[src/rtl/glb_bank_alloc_pkg.sv]
// Shared GLB definitions: default geometry, derived index widths and the allocator FSM states.
package glb_bank_alloc_pkg;

  localparam int unsigned NUM_BANK   = 16;
  localparam int unsigned NUM_PORT   = 24;
  localparam int unsigned BANK_W     = $clog2(NUM_BANK);
  localparam int unsigned PORT_W     = $clog2(NUM_PORT);
  localparam int unsigned CNT_W      = BANK_W + 1;
  localparam int unsigned SRCH_SUM_W = BANK_W + 2;

  typedef enum logic [1:0] {
    IDLE,
    SEARCH,
    RSP
  } state_e;

endpackage

[src/rtl/glb_win_free_chk.sv]
// Combinational test that the window of win_num banks starting at start_idx is fully free.
module glb_win_free_chk #(
  parameter int unsigned NUM_BANK = 16
) (
  input  logic [NUM_BANK-1:0]         free_map,
  input  logic [$clog2(NUM_BANK)-1:0] start_idx,
  input  logic [$clog2(NUM_BANK):0]   win_num,
  output logic                        win_free_c,
  output logic [NUM_BANK-1:0]         win_mask_c
);

  localparam int unsigned SUM_W = $clog2(NUM_BANK) + 2;

  logic [SUM_W-1:0] win_end;

  // Windows never wrap: one that runs past the last bank is never free.
  always_comb begin
    win_end    = SUM_W'(start_idx) + SUM_W'(win_num);
    win_mask_c = '0;
    for (int b = 0; b < NUM_BANK; b++) begin
      win_mask_c[b] = (SUM_W'(b) >= SUM_W'(start_idx)) && (SUM_W'(b) < win_end);
    end
    win_free_c = ((win_mask_c & ~free_map) == '0) && (win_num != '0) &&
                 (win_end <= SUM_W'(NUM_BANK));
  end

endmodule

[src/rtl/glb_bank_alloc.sv]
// GLB bank allocator: first-fit contiguous bank allocation per port, with whole-port release.
module glb_bank_alloc #(
  parameter int unsigned NUM_BANK = glb_bank_alloc_pkg::NUM_BANK,
  parameter int unsigned NUM_PORT = glb_bank_alloc_pkg::NUM_PORT
) (
  input  logic                           clk,
  input  logic                           rst_n,
  input  logic                           AllocReqVld,
  output logic                           AllocReqRdy,
  input  logic [$clog2(NUM_PORT)-1:0]    AllocReqPort,
  input  logic [$clog2(NUM_BANK):0]      AllocReqNumBank,
  output logic                           AllocRspVld,
  input  logic                           AllocRspRdy,
  output logic                           AllocRspOk,
  output logic [$clog2(NUM_BANK)-1:0]    AllocRsp1stBank,
  input  logic                           RlsVld,
  output logic                           RlsRdy,
  input  logic [$clog2(NUM_PORT)-1:0]    RlsPort,
  output logic [NUM_PORT*NUM_BANK-1:0]   CfgPortBankFlag,
  output logic [NUM_BANK-1:0]            FreeBankMap
);

  import glb_bank_alloc_pkg::*;

  localparam int unsigned IDX_W     = $clog2(NUM_BANK);
  localparam int unsigned NUM_W     = IDX_W + 1;
  localparam int unsigned SUM_W     = IDX_W + 2;
  localparam int unsigned PRT_W     = $clog2(NUM_PORT);
  localparam int unsigned PRT_EXT_W = PRT_W + 1;

  state_e                             state_q, state_d;
  logic [PRT_W-1:0]                   port_q, port_d;
  logic [NUM_W-1:0]                   num_q, num_d;
  logic [IDX_W-1:0]                   idx_q, idx_d;
  logic [NUM_PORT-1:0][NUM_BANK-1:0]  flag_q, flag_d;
  logic                               vld_q, vld_d;
  logic                               ok_q, ok_d;
  logic [IDX_W-1:0]                   first_q, first_d;

  logic                               own_any_c;
  logic                               req_bad_c;
  logic                               srch_end_c;
  logic [NUM_BANK-1:0]                free_map_c;
  logic                               win_free_c;
  logic [NUM_BANK-1:0]                win_mask_c;

  glb_win_free_chk #(
    .NUM_BANK (NUM_BANK)
  ) u_win_free_chk (
    .free_map   (free_map_c),
    .start_idx  (idx_q),
    .win_num    (num_q),
    .win_free_c (win_free_c),
    .win_mask_c (win_mask_c)
  );

  // Free-bank map, requester ownership and immediate-reject decode.
  always_comb begin
    free_map_c = '1;
    own_any_c  = 1'b0;
    for (int p = 0; p < NUM_PORT; p++) begin
      free_map_c = free_map_c & ~flag_q[p];
      if (PRT_W'(p) == AllocReqPort) own_any_c = own_any_c | (|flag_q[p]);
    end
    req_bad_c  = (AllocReqNumBank == '0) ||
                 (AllocReqNumBank > NUM_W'(NUM_BANK)) ||
                 ({1'b0, AllocReqPort} >= PRT_EXT_W'(NUM_PORT)) ||
                 own_any_c;
    srch_end_c = (SUM_W'(idx_q) + SUM_W'(num_q)) >= SUM_W'(NUM_BANK);
  end

  assign AllocReqRdy     = rst_n & (state_q == IDLE) & ~RlsVld;
  assign RlsRdy          = rst_n & (state_q == IDLE);
  assign AllocRspVld     = vld_q;
  assign AllocRspOk      = ok_q;
  assign AllocRsp1stBank = first_q;
  assign CfgPortBankFlag = flag_q;
  assign FreeBankMap     = free_map_c;

  // Next-state, search datapath and ownership-map updates.
  always_comb begin
    state_d = state_q;
    port_d  = port_q;
    num_d   = num_q;
    idx_d   = idx_q;
    flag_d  = flag_q;
    vld_d   = vld_q;
    ok_d    = ok_q;
    first_d = first_q;
    case (state_q)
      IDLE: begin
        if (RlsVld) begin
          for (int p = 0; p < NUM_PORT; p++) begin
            if (PRT_W'(p) == RlsPort) flag_d[p] = '0;
          end
        end else if (AllocReqVld) begin
          port_d = AllocReqPort;
          num_d  = AllocReqNumBank;
          idx_d  = '0;
          if (req_bad_c) begin
            state_d = RSP;
            vld_d   = 1'b1;
            ok_d    = 1'b0;
            first_d = '0;
          end else begin
            state_d = SEARCH;
          end
        end
      end
      SEARCH: begin
        if (win_free_c) begin
          for (int p = 0; p < NUM_PORT; p++) begin
            if (PRT_W'(p) == port_q) flag_d[p] = flag_q[p] | win_mask_c;
          end
          state_d = RSP;
          vld_d   = 1'b1;
          ok_d    = 1'b1;
          first_d = idx_q;
        end else if (srch_end_c) begin
          state_d = RSP;
          vld_d   = 1'b1;
          ok_d    = 1'b0;
          first_d = '0;
        end else begin
          idx_d = idx_q + IDX_W'(1);
        end
      end
      RSP: begin
        if (AllocRspRdy) begin
          state_d = IDLE;
          vld_d   = 1'b0;
          ok_d    = 1'b0;
          first_d = '0;
        end
      end
      default: state_d = IDLE;
    endcase
  end

  always_ff @(posedge clk) begin
    if (!rst_n) begin
      state_q <= IDLE;
      port_q  <= '0;
      num_q   <= '0;
      idx_q   <= '0;
      flag_q  <= '0;
      vld_q   <= 1'b0;
      ok_q    <= 1'b0;
      first_q <= '0;
    end else begin
      state_q <= state_d;
      port_q  <= port_d;
      num_q   <= num_d;
      idx_q   <= idx_d;
      flag_q  <= flag_d;
      vld_q   <= vld_d;
      ok_q    <= ok_d;
      first_q <= first_d;
    end
  end

endmodule

[config.mk]
export PLATFORM = sky130hd
export DESIGN_NAME = glb_bank_alloc
export DESIGN_NICKNAME = d
export VERILOG_FILES = /design/src/rtl/glb_bank_alloc_pkg.sv /design/src/rtl/glb_win_free_chk.sv /design/src/rtl/glb_bank_alloc.sv
export SDC_FILE = /design/constraint.sdc
export NUM_CORES = 1
export LEC_CHECK = 0
export BUFFER_PORTS_ARGS = -buffer_cell sky130_fd_sc_hd__buf_4
export CAP_MARGIN = 10
export CORE_MARGIN = 2
export CORE_UTILIZATION = 40
export DETAILED_ROUTE_END_ITERATION = 12
export PLACE_DENSITY = 0.66
export SYNTH_ARGS = -nofsm -noshare
export SYNTH_HDL_FRONTEND = slang
export SYNTH_HIERARCHICAL = 1
export SYNTH_SLANG_ARGS = --single-unit
[constraint.sdc]
create_clock -name clk -period 4.1 [get_ports clk]
set_clock_uncertainty 0.05 [all_clocks]
set_input_delay 0.205 -clock clk [delete_from_list [all_inputs] [get_ports clk]]
set_output_delay 0.205 -clock clk [all_outputs]
set_load 0.005 [all_outputs]
# Word level (Yosys, flattened, before mapping)
# Cells that the tools add are included.
# W data, S select, Z words.
[classes] addsub=2 n_mux=107 bitwise_logic=99 reduce_logical=81 eq_ne=128 order_cmp=35
[op_table] operator="$mux W16" count=48
[op_table] operator="$mux W384" count=2
[op_table] operator="$pmux W384 S2" count=1
[op_table] operator="$not A16 Y16" count=25
[op_table] operator="$and A16 B16 Y16" count=24
[op_table] operator="$or A16 B16 Y16" count=24
[op_table] operator="$reduce_or A16 Y1" count=24
[op_table] operator="$reduce_and A5 Y1" count=25
[op_table] operator="$eq A4 B5 Y1 const A" count=24
[op_table] operator="$eq A5 B5 Y1 const A" count=24
[op_table] operator="$ne A2 B2 Y1 const B" count=31
[op_table] operator="$eq A3 B5 Y1 const A" count=12
[op_table] operator="$ne A2 B1 Y1 const B" count=25
[op_table] operator="$lt A4 B6 Y1 const A" count=8
[op_table] operator="$mux W4" count=10
[op_table] operator="$mux W1" count=35
[op_table] operator="$eq A2 B5 Y1 const A" count=6
[op_table] operator="$ge A4 B4 Y1 const A" count=7
[op_table] operator="$lt A3 B6 Y1 const A" count=4
[op_table] operator="$or A1 B1 Y1" count=23
[op_table] operator="$logic_not A5 Y1" count=4
[op_table] operator="$logic_and A1 B1 Y1" count=17
[op_table] operator="$ge A3 B4 Y1 const A" count=4
[op_table] operator="$logic_not A16 Y1" count=1
[op_table] operator="other kinds (29)" count=44
[word_totals] out_inout_bits=408 ff_bits=406 word_cells=483

# Longest topological paths before layout
# Gate-level depths: netlist of the first run.
[logic_depth] ltp_word=53 depth_mapped=19

# Modules after synthesis
# The synthesis of the first run kept the hierarchy.
[by_module_without_submodules] mod="glb_bank_alloc" cells_each=1824 seq_area_each_um2=8127.8 area_per_inst_um2=15487.4 n_inst=1
[by_module_without_submodules] mod="glb_win_free_chk" cells_each=122 seq_area_each_um2=0.0 area_per_inst_um2=833.3 n_inst=1

# Least setup slack after synthesis of the first run
# OpenSTA, ideal clock, no wires.
[synth_timing] path_type="register -> register" from="reg idx_q[1]" to="reg flag_q (netlist bit CfgPortBankFlag[10])" path_slack_ps=-240 setup_ps=114 t_required_ps=3936 path_stages_with_launch=20 t_arrival_ps=4176 path_cell_list="dfxtp_1 -> clkbuf_1 -> inv_1 -> fa_1 -> nand2b_1 -> o21ai_1 -> and2_1 -> buf_4 -> a2111oi_1 -> a2111o_1 -> nor4_2 -> mux2i_1 -> or2_1 -> buf_2 -> buf_6 -> nor3_4 -> nand2_1 -> nand2_2 -> buf_4 -> nor2_1"
[synth_between] elab_chain_cells=9
[synth_rtl] item="start: declaration" line="glb_bank_alloc.sv:34" source="logic [IDX_W-1:0] idx_q, idx_d;"
[synth_rtl] item="start signal: assignment" line="glb_bank_alloc.sv:154" source="idx_q <= idx_d;"
[synth_rtl] item="$add A4 B5 Y6" line="glb_win_free_chk.sv:18" source="win_end = SUM_W'(start_idx) + SUM_W'(win_num);"
[synth_rtl] item="$lt A1 B6 Y1" line="glb_win_free_chk.sv:21" source="win_mask_c[b] = (SUM_W'(b) >= SUM_W'(start_idx)) && (SUM_W'(b) < win_end);"
[synth_rtl] item="$logic_and A1 B1 Y1 *" line="glb_win_free_chk.sv:21"
[synth_rtl] item="net win_mask_c[1]" line="glb_bank_alloc.sv:45" source="logic [NUM_BANK-1:0] win_mask_c;"
[synth_rtl] item="$and A16 B16 Y16 *" line="glb_win_free_chk.sv:23" source="win_free_c = ((win_mask_c & ~free_map) == '0) && (win_num != '0) &&"
[synth_rtl] item="$logic_not A16 Y1 *" line="glb_win_free_chk.sv:23"
[synth_rtl] item="$logic_and A1 B1 Y1 * (2 in a row)" line="glb_win_free_chk.sv:23"
[synth_rtl] item="net win_free_c" line="glb_bank_alloc.sv:44" source="logic win_free_c;"
[synth_rtl] item="$ne A2 B1 Y1 (no line) *"
[synth_rtl] item="$reduce_and A5 Y1 (no line) *"
[synth_rtl] item="end signal: assignment" line="glb_bank_alloc.sv:155" source="flag_q <= flag_d;"
[synth_rtl] item="end: declaration" line="glb_bank_alloc.sv:35" source="logic [NUM_PORT-1:0][NUM_BANK-1:0] flag_q, flag_d;"
# Mark *: on every way through the listed nets, which the timed path passes. The rest lies on a longest branch. The select of a mux whose other input is x is not followed.
# A chain may end at the register's enable or synchronous reset.

# Worst setup path after layout of the first run
[layout_timing] from="reg num_q[0]" to="reg flag_q (netlist bit CfgPortBankFlag[241])"
[layout_rtl] item="start: declaration" line="glb_bank_alloc.sv:33" source="logic [NUM_W-1:0] num_q, num_d;"
[layout_rtl] item="start signal: assignment" line="glb_bank_alloc.sv:153" source="num_q <= num_d;"
[layout_rtl] item="$add A4 B5 Y6" line="glb_win_free_chk.sv:18"
[layout_rtl] item="$lt A4 B6 Y1" line="glb_win_free_chk.sv:21"
[layout_rtl] item="net win_mask_c[15]" line="glb_bank_alloc.sv:45"
[layout_rtl] item="$and A16 B16 Y16" line="glb_win_free_chk.sv:23"
[layout_rtl] item="$logic_not A16 Y1" line="glb_win_free_chk.sv:23"
[layout_rtl] item="$logic_and A1 B1 Y1 (2 in a row)" line="glb_win_free_chk.sv:23"
[layout_rtl] item="net win_free_c" line="glb_bank_alloc.sv:44"
[layout_rtl] item="$ne A2 B1 Y1 (no line)"
[layout_rtl] item="$reduce_and A5 Y1 (no line)"
# The timed path passes the listed nets, and every way through them passes these cells. The select of a mux whose other input is x is not followed.

==> flow_summary.yaml, run 1 <==
worst_setup_path:
  worstReg2RegEnd: "CfgPortBankFlag[241]$_SDFFE_PN0P_"
  crit_path_start_kind: "flop"
  cp.required_ps: 4520
  r2r.worst_path.cells: 18
  rr_startpoint: "num_q[0]$_SDFFE_PN0P_"
  critical_path.endpoint_type: "flop"
  cp_data_arrival_time_ps: 4430
  worstSetupPathType: "reg2reg"
  regToRegSetupSlack_ps: 100
  worst-path-max-fanout: 8
floorplan:
  fp.coreArea_sq_um: 40000
  placement_rows: 73
  die_y_um: 206
  num_io_pins: 428
  start_util: 0.408
  floorplan.die_area_sq_um: 42400
  chipWidth_um: 206
sta:
  postLayoutSetupSlackWorst_ps: 95.3
  setup-violations-final: 0
  hold_viol_final: 0
  fin_crit_sh: 0.977
  worst_pin_slew_ps: 1080
  setup_repair_after_global_routing_missed_its_margin: "yes"
  max_freq_mhz: 250
  timing_max_transition_violations_final: 0
  max_slew_margin: 0.276
  final.min_clock_period_ps: 4000
global_route:
  met3_usage: 0.0924
  global_routing_usage_on_met2: 0.597
  first_global_vias: 17700
  grt_max_degree: 46
  grt_first_pass_wirelength_mm: 121
  groute.layer.met1.usage: 0.515
  number_of_antenna_violations_at_the_first_check_in_global_routing: 1
  grt_busiest_layer: "met2"
  grt-ovfl-total: 0
  grt_use_total: 0.389
route:
  number_of_vias_per_cell: 6.10
  drc: 0
  route.antenna.remaining_nets: 0
  dr.first_iter.drc_count: 2403
  via_count: 19100
  length_of_the_first_detailed_routing_pass_in_iterations: 6
  drt-wirelength-per-cell_um: 27.2
  routed_wirelength_mm: 84.9
placement:
  buffer_ports.inserted: 427
  placement.cell_area_sq_um: 21800
  hpwl_mm: 63.8
  gp_routability_congestion: 1.01
  place_ws_ps: -206
worst_hold_path:
  worstHoldPathCells: 5
  holdCritPathClass: "in2reg"
  holdCritStartpoint: "AllocReqVld"
  hold_path_end: "idx_q[1]$_SDFFE_PN0P_"
clocking:
  depth_of_the_cts_h_tree: 2
  clock_tree_from_tritoncts: "built"
  clkLatencyLatePin_ps: 610
  cts_inserted_buffers: 44
  tritoncts_num_sinks: 406
  clkSlewWorstSetupHoldPaths_ps: 60
  ctsRootBufferMaster: "clkbuf_16"
  number_of_buffers_between_clock_root_and_the_deepest_sink: 3
synthesis:
  netlist.area_leader.share: 0.498
  commonest_cells_in_the_synthesized_netlist: "449 x a21oi_1, 433 x nor2_1, 406 x dfxtp_1, 191 x nor4_1, 85 x nand2_1"
  synth.area.top_cells: "dfxtp_1 50%, a21oi_1 14%, nor2_1 10%, nor4_1 7.3%, nand2_1 2.0%"
  synth_nets: 1975
  ys_seq_area_frac: 0.498
  mappedNetlistArea_sq_um: 16300
  synth.avg_cell_area_sq_um: 8.39
  synthArstFlopShare: 0
  synth-main-ff-cell: "dfxtp_1"
  synth_top_area_cell: "dfxtp_1"
  post_synth_cell_types: 77
  yosys_warnings: 6
  synth_cells: 1946
  synth_most_common_cell: "a21oi_1"
  synth-edff-count: 0
  postSynthRegisterBits: 406
pwr:
  power-per-cell-area_nw_per_um2: 436
  vdd_drop_max_mv: 0.263
  power_leakage_nw: 10.3
finish:
  post-route-cell-area_sq_um: 23700
  n_antenna_cell: 0
  drive_above_1_share: 0.326
  final_nets: 2598
  fillCellCount: 3587
  layout-area-overhead-vs-synth_pct: 45.0
outcome:
  status: "complete, no violations"
flow_run:
  maxCapViolations: 0
==> worst max-delay path by stage <==
stage	from	endpoint	cells past startpoint
2_1_floorplan	idx_q[0]$_SDFFE_PN0P_	CfgPortBankFlag[149]$_SDFFE_PN0P_	18
3_3_place_gp	num_q[0]$_SDFFE_PN0P_	CfgPortBankFlag[355]$_SDFFE_PN0P_	18
3_5_place_dp	num_q[0]$_SDFFE_PN0P_	CfgPortBankFlag[359]$_SDFFE_PN0P_	18
4_1_cts	idx_q[0]$_SDFFE_PN0P_	AllocRsp1stBank[1]$_SDFFE_PN0P_	19
5_1_grt	num_q[0]$_SDFFE_PN0P_	AllocRsp1stBank[1]$_SDFFE_PN0P_	19
6_report	num_q[0]$_SDFFE_PN0P_	CfgPortBankFlag[241]$_SDFFE_PN0P_	18
==> report_power, final <==
group	switching, W	internal [W]	total (W)
registers	0.000119	0.00403	0.00415
logic	0.00128	0.000803	0.00208
clock network	0.00170	0.00237	0.00407
total	0.00310	0.00721	0.0103
==> cell usage in the layout, fill, tap and decap left out, drive strengths merged, types with 7 or more instances in the layout <==
master | netlist | layout
o31ai | 7 | 7
nor2b | 8 | 8
a21oi | 450 | 450
nand4 | 32 | 32
nor3 | 35 | 35
o21ai | 8 | 8
clkbuf | 47 | 64
nand2 | 104 | 104
dlygate4sd3 | 0 | 11
clkinv | 0 | 9
inv | 18 | 19
nand2b | 11 | 11
buf | 68 | 679
a211oi | 11 | 11
nor4 | 196 | 196
dfxtp | 406 | 406
nor2 | 433 | 433
a31oi | 8 | 8
ha | 8 | 8
a41oi | 14 | 14
==> critical path, stage by stage, from the launching register on <==
cell and delay, ps:
dfxtp_2 350, ha_4 170, inv_1 60, fa_2 390
and4b_1 330, nand2_1 100, a21o_1 240, o311a_1 140
a2111o_1 330, nor4_2 270, buf_4 170, mux2i_4 70
or2_4 300, buf_16 170, nor3_4 220, nand2_1 90
nand2_2 120, bufbuf_16 280, nor2_1 40
==> state kept, by name, indices dropped and copies added (netlist names) <==
| register | cells |
|---|---|
| AllocRspVld | 1 |
| state_q | 2 |
| CfgPortBankFlag | 384 |
| AllocRsp1stBank | 4 |
| num_q | 5 |
| AllocRspOk | 1 |
| idx_q | 4 |
| port_q | 5 |
==> cell type report <==
type,instances,area [sq um],area share
Tap cell,525,657,0.0278
Clock inverter,14,188,0.00793
Timing Repair Buffer,692,5610,0.237
Multi-Input combinational cell,1407,7730,0.326
Clock buffer,63,1280,0.0542
Inverter,18,67.6,0.00286
Sequential cell,406,8130,0.344
==> cell families after synthesis <==
family          Yosys count  share of synthesized area
simple gates            858                      0.267
compound gates          530                      0.179
xor+xnor                  7                    0.00422
fa+ha+maj                 9                    0.00736
buf+inv                 133                     0.0422
mux                       3                    0.00184
flops                   406                      0.498
==> metrics by stage <==
stage | utilization | hold slack, ps | TNS (ps) | total power (W) | cells
after floorplan | - | 291 | 0 | 0.00509 | 1946
after global placement | 0.545 | 412 | -18510 | 0.00616 | 3026
after detailed placement | 0.545 | 413 | -17180 | 0.00617 | 3026
after CTS | 0.588 | 59.0 | -5.12 | 0.0102 | 3119
after global routing | 0.592 | 93.7 | -1070 | 0.0106 | 3125
final | 0.592 | 70.1 | 0 | 0.0103 | 3125
==> repair_timing <==
item | CTS | global route
pin swaps | 6 | 9
buffers inserted | 3 | 4
endpoints found under the setup margin | 300 | 353
resized for setup | 19 | 15
hold endpoints to repair | 11 | 0
hold buffers | 11 | 0
cloned | 2 | 1
==> routing by layer <==
| layer | part of all wire | up-vias |
|---|---|---|
| met2 | 0.43 | 1536 |
| met1 | 0.38 | 9004 |
| met5 | 0 | - |
| met3 | 0.12 | 286 |
| met4 | 0.061 | 0 |
| li1 | - | 8245 |
Note: power is estimated with default switching activity, not from simulation.
==> run 2: changes to the inputs <==
--- a/config.mk
+++ b/config.mk
@@ -8,9 +8,8 @@
 export BUFFER_PORTS_ARGS = -buffer_cell sky130_fd_sc_hd__buf_4
 export CAP_MARGIN = 10
 export CORE_MARGIN = 2
-export CORE_UTILIZATION = 40
+export CORE_UTILIZATION = 39
 export DETAILED_ROUTE_END_ITERATION = 12
-export PLACE_DENSITY = 0.66
 export SYNTH_ARGS = -nofsm -noshare
 export SYNTH_HDL_FRONTEND = slang
 export SYNTH_HIERARCHICAL = 1
==> flow_summary.yaml, run 2 (synthesis results as in run 1) <==
outcome:
  status: "complete, no violations"
floorplan:
  chipWidth_um: 209
  fp.coreArea_sq_um: 41100
  floorplan.die_area_sq_um: 43500
  placement_rows: 74
  start_util: 0.397
  die_y_um: 209
  num_io_pins: 428
pwr:
  power-per-cell-area_nw_per_um2: 442
  vdd_drop_max_mv: 0.300
  power_leakage_nw: 10.3
sta:
  setup-violations-final: 0
  worst_pin_slew_ps: 1090
  timing_max_transition_violations_final: 0
  fin_hold_ws_ps: 70.6
  max_slew_margin: 0.267
  max_freq_mhz: 245
  final.min_clock_period_ps: 4080
  fin_crit_sh: 0.995
  hold_viol_final: 0
  setup_repair_after_global_routing_missed_its_margin: "yes"
clocking:
  number_of_buffers_between_clock_root_and_the_deepest_sink: 3
  ctsRootBufferMaster: "clkbuf_16"
  cts_inserted_buffers: 43
  clock_tree_from_tritoncts: "built"
  tritoncts_num_sinks: 406
  clkSlewWorstSetupHoldPaths_ps: 60
  clkLatencyLatePin_ps: 600
  depth_of_the_cts_h_tree: 2
worst_setup_path:
  critical_path.endpoint_type: "flop"
  crit_path_start_kind: "flop"
  worst-path-max-fanout: 8
  cp_data_arrival_time_ps: 4500
  worstSetupPathType: "reg2reg"
  cp.required_ps: 4520
placement:
  placement.cell_area_sq_um: 21800
  hpwl_mm: 65.0
  buffer_ports.inserted: 427
  gp_routability_congestion: 1.00
finish:
  final_util: 0.581
  final_nets: 2597
  layout-area-overhead-vs-synth_pct: 46.4
  drive_above_1_share: 0.334
  most-common-layout-cells: "644 x buf_4, 442 x a21oi_1, 421 x nor2_1"
  largest_register_ffs: 384
  mostFrequentLayoutCell: "buf_4"
  post-route-cell-area_sq_um: 23900
worst_hold_path:
  holdCritPathClass: "in2reg"
global_route:
  grt-ovfl-total: 0
  grt_max_degree: 46
  number_of_antenna_violations_at_the_first_check_in_global_routing: 1
  grt_use_total: 0.380
  grt_first_pass_wirelength_mm: 122
  first_global_vias: 17400
route:
  route.antenna.remaining_nets: 0
  drt-wirelength-per-cell_um: 27.6
  drc: 0
  routed_wirelength_mm: 86.4
  dr.first_iter.drc_count: 2432
  via_count: 19000
  number_of_vias_per_cell: 6.05
  length_of_the_first_detailed_routing_pass_in_iterations: 6
flow_run:
  maxCapViolations: 0
## run 2: cell types whose count changed in the layout (fill, tap and decap cells not counted), sizes merged
cell,change
bufinv,+4
clkbuf,-4
clkinv,-1
clkinvlp,+1
diode,+1
## run 2: worst max-delay path: stages, from the launching register on
cell,delay (ps)
dfxtp_1,380
nor4_1,590
nand4_1,370
nor2_1,290
a211oi_1,90
a2111o_1,440
nor4_4,270
mux2i_2,140
or2_4,280
buf_12,150
buf_12,140
nor3_4,250
nand2_1,100
nand2_2,160
clkbuf_16,190
nor2_1,40
## run 2: final timing paths
check	start	end	slack (ps)	cells past startpoint
worst max-delay path	CfgPortBankFlag[240]$_SDFFE_PN0P_	CfgPortBankFlag[290]$_SDFFE_PN0P_	20	15
worst max register to register	CfgPortBankFlag[240]$_SDFFE_PN0P_	CfgPortBankFlag[290]$_SDFFE_PN0P_	20	15
worst min register to register	AllocRsp1stBank[1]$_SDFFE_PN0P_	AllocRsp1stBank[1]$_SDFFE_PN0P_	410	2
worst min-delay path	rst_n	idx_q[3]$_SDFFE_PN0P_	70	3
## run 2: report_power, final
part           switching (W)  internal [W]
clock network        0.00174       0.00250
logic                0.00132      0.000838
registers           0.000124       0.00403
## run 2: repair_timing
action,in CTS,in global routing
hold buffers,11,0
hold endpoints to repair,11,0
setup buffers,8,7
setup endpoints to repair,206,380
pin swaps,8,31
cloned,2,1
resized for setup,15,41
## run 2: metrics by stage
step / setup TNS, ps / total power, W / instances / setup WS (ps)
floorplan: 0 / 0.00509 / 1946 / 5.09
global placement: -13070 / 0.00622 / 3030 / -176
detailed placement: -9780 / 0.00622 / 3030 / -156
CTS: 0 / 0.0104 / 3128 / 1.38
global route: -594 / 0.0108 / 3132 / -43.4
finish: 0 / 0.0106 / 3133 / 21.0
## run 2: routing by layer
metal / vias up / routed length [um] / global-route usage
met3: 208 / 9810 / 0.0906
met5: - / 0 / 0
met4: 0 / 4280 / 0.174
met1: 9223 / 34100 / 0.507
met2: 1275 / 38200 / 0.584
li1: 8251 / - / -
## run 2: area by class of cell
| type | count | area [sq um] |
|---|---|---|
| Multi-Input combinational cell | 1407 | 7840 |
| Clock inverter | 18 | 318 |
| Sequential cell | 406 | 8130 |
| Fill cell | 3768 | 17200 |
| Clock buffer | 59 | 1200 |
| Tap cell | 532 | 666 |
| Timing Repair Buffer | 692 | 5670 |
| Inverter | 18 | 67.6 |
| Antenna cell | 1 | 2.50 |
==> run 3: changes to the inputs <==
--- a/config.mk
+++ b/config.mk
@@ -6,9 +6,9 @@
 export NUM_CORES = 1
 export LEC_CHECK = 0
 export BUFFER_PORTS_ARGS = -buffer_cell sky130_fd_sc_hd__buf_4
-export CAP_MARGIN = 10
 export CORE_MARGIN = 2
 export CORE_UTILIZATION = 39
+export CTS_BUF_LIST = sky130_fd_sc_hd__clkbuf_16
 export DETAILED_ROUTE_END_ITERATION = 12
 export SYNTH_ARGS = -nofsm -noshare
 export SYNTH_HDL_FRONTEND = slang
==> flow_summary.yaml, run 3 (synthesis results as in run 1) <==
outcome:
  status: "complete, no violations"
global_route:
  number_of_antenna_violations_at_the_first_check_in_global_routing: 0
  grt_use_total: 0.380
  first_global_vias: 17300
  grt-ovfl-total: 0
  grt_max_degree: 46
  grt_first_pass_wirelength_mm: 122
pwr:
  power_leakage_nw: 10.4
  vdd_drop_max_mv: 0.295
  power-per-cell-area_nw_per_um2: 437
  total_power_w: 0.0104
floorplan:
  fp.coreArea_sq_um: 41100
  floorplan.die_area_sq_um: 43500
  chipWidth_um: 209
  die_y_um: 209
  num_io_pins: 428
  placement_rows: 74
  start_util: 0.397
worst_setup_path:
  crit_path_cell_trace: "nor4_4 > buf_4 > nand4_1 > buf_4 > nor2_2 > a2111oi_0 > nor3_1 > nand4_1 > nor4_4 > mux2i_2 > or2_4 > buf_12 > buf_12 > nor3_4 > nand2_1 > nand2_2 > clkbuf_16 > nor2_1"
  critical_path.n_buffers_inverters: 5
  cp.required_ps: 4520
  critical_path_depth: 18
  crit_path_start_kind: "flop"
  rr_startpoint: "CfgPortBankFlag[67]$_SDFFE_PN0P_"
  setup.worst_path.end: "CfgPortBankFlag[290]$_SDFFE_PN0P_"
  critical_path.startpoint: "CfgPortBankFlag[67]$_SDFFE_PN0P_"
  worst_path_largest_cell_delay_ps: 410
  regToRegSetupSlack_ps: 50
  path_delay_family: "simple AND/OR/NAND/NOR gates"
  cp_data_arrival_time_ps: 4470
  worst-path-max-fanout: 8
  critical_path.endpoint_type: "flop"
  worstReg2RegEnd: "CfgPortBankFlag[290]$_SDFFE_PN0P_"
  timing.critical_path.slowest_stage_cell: "nor4_4"
  worstSetupPathType: "reg2reg"
  r2r.worst_path.cells: 18
route:
  dr.first_iter.drc_count: 2369
  via_count: 18800
  number_of_vias_per_cell: 6.02
  length_of_the_first_detailed_routing_pass_in_iterations: 5
  routed_wirelength_mm: 86.5
  drt-wirelength-per-cell_um: 27.6
  drc: 0
  route.antenna.remaining_nets: 0
sta:
  max_slew_margin: 0.263
  setup-violations-final: 0
  final.min_clock_period_ps: 4050
  setup_repair_after_global_routing_missed_its_margin: "yes"
  max_freq_mhz: 247
  fin_crit_sh: 0.987
  worst_pin_slew_ps: 1100
  postLayoutSetupSlackWorst_ps: 53.6
  hold_viol_final: 0
  timing_max_transition_violations_final: 0
finish:
  mostFrequentLayoutCell: "buf_4"
  drive_above_1_share: 0.332
  most-common-layout-cells: "644 x buf_4, 442 x a21oi_1, 419 x nor2_1"
  fillCellCount: 3779
  layout-area-overhead-vs-synth_pct: 46.0
  post-route-cell-area_sq_um: 23800
  n_antenna_cell: 0
  final_nets: 2597
  final-instance-count-excl-fill: 3132
  largest_register_ffs: 384
clocking:
  clkSlewWorstSetupHoldPaths_ps: 60
  clkLatencyLatePin_ps: 600
  ctsRootBufferMaster: "clkbuf_16"
  number_of_buffers_between_clock_root_and_the_deepest_sink: 3
  tritoncts_num_sinks: 406
  cts_inserted_buffers: 43
  depth_of_the_cts_h_tree: 2
  clock_tree_from_tritoncts: "built"
worst_hold_path:
  holdCritPathClass: "in2reg"
  holdCritStartpoint: "AllocReqVld"
flow_run:
  maxCapViolations: 0
placement:
  buffer_ports.inserted: 427
  gp_routability_congestion: 1.00
  placement.cell_area_sq_um: 21800
  place_ws_ps: -156
  hpwl_mm: 65.0
  number_of_cells_after_detailed_placement: 3030
run 3: cell types whose count changed in the layout (fill, tap and decap cells not counted), sizes merged:
| cell | delta |
|---|---|
| inv | +10 |
| clkbuf | -16 |
| clkinv | +6 |
| diode | -1 |
run 3: metal layers:
metal | share of wire | routed length (um) | global-route usage | vias up
li1 | - | - | - | 8245
met1 | 0.40 | 34400 | 0.509 | 9113
met2 | 0.44 | 38400 | 0.585 | 1287
met3 | 0.11 | 9760 | 0.0897 | 198
met4 | 0.047 | 4040 | 0.169 | 0
met5 | 0 | 0 | 0 | -
run 3: final cells by class:
class / instances / area [sq um] / area share
flip-flops and latches: 406 / 8130 / 0.341
multi-input cells: 1407 / 7850 / 0.329
repair buffers: 692 / 5670 / 0.238
clock buffers: 43 / 1080 / 0.0451
well taps: 532 / 666 / 0.0279
clock inverters: 34 / 378 / 0.0159
inverters: 18 / 67.6 / 0.00283
run 3: through the flow:
stage                      util  hold slack (ps)  setup TNS (ps)
after floorplan               -              291               0
after global placement    0.531              412          -13070
after detailed placement  0.531              416           -9780
after CTS                 0.574             64.0               0
after global routing      0.580             97.8            -618
final                     0.580             65.7               0
run 3: how the worst min path moves through the flow:
stage / cells past startpoint / endpoint
after floorplan: 2 / num_q[3]$_SDFFE_PN0P_
after CTS: 3 / idx_q[3]$_SDFFE_PN0P_
final: 5 / idx_q[1]$_SDFFE_PN0P_
after global routing: 2 / idx_q[0]$_SDFFE_PN0P_
after global placement: 2 / AllocRsp1stBank[1]$_SDFFE_PN0P_
after detailed placement: 2 / AllocRsp1stBank[3]$_SDFFE_PN0P_
run 3: power breakdown:
group | total [W] | switching, W | internal [W]
registers | 0.00416 | 0.000124 | 0.00403
logic | 0.00216 | 0.00132 | 0.000838
clock network | 0.00409 | 0.00173 | 0.00236
total | 0.0104 | 0.00317 | 0.00724
run 3: worst register-to-register path: cells and delay by family, from the launching register on:
family	cells	cell delay, ps
compound gates	1	90
flops	1	370
simple gates	11	2410
buf+inv	5	860
mux	1	140
run 3: timing repair:
action / 4_1_cts / 5_1_grt
hold endpoints to repair: 11 / 0
hold buffers: 11 / 0
cloned: 2 / 1
buffers inserted: 8 / 7
resized for setup: 15 / 43
pin swaps: 8 / 31
endpoints found under the setup margin: 205 / 380
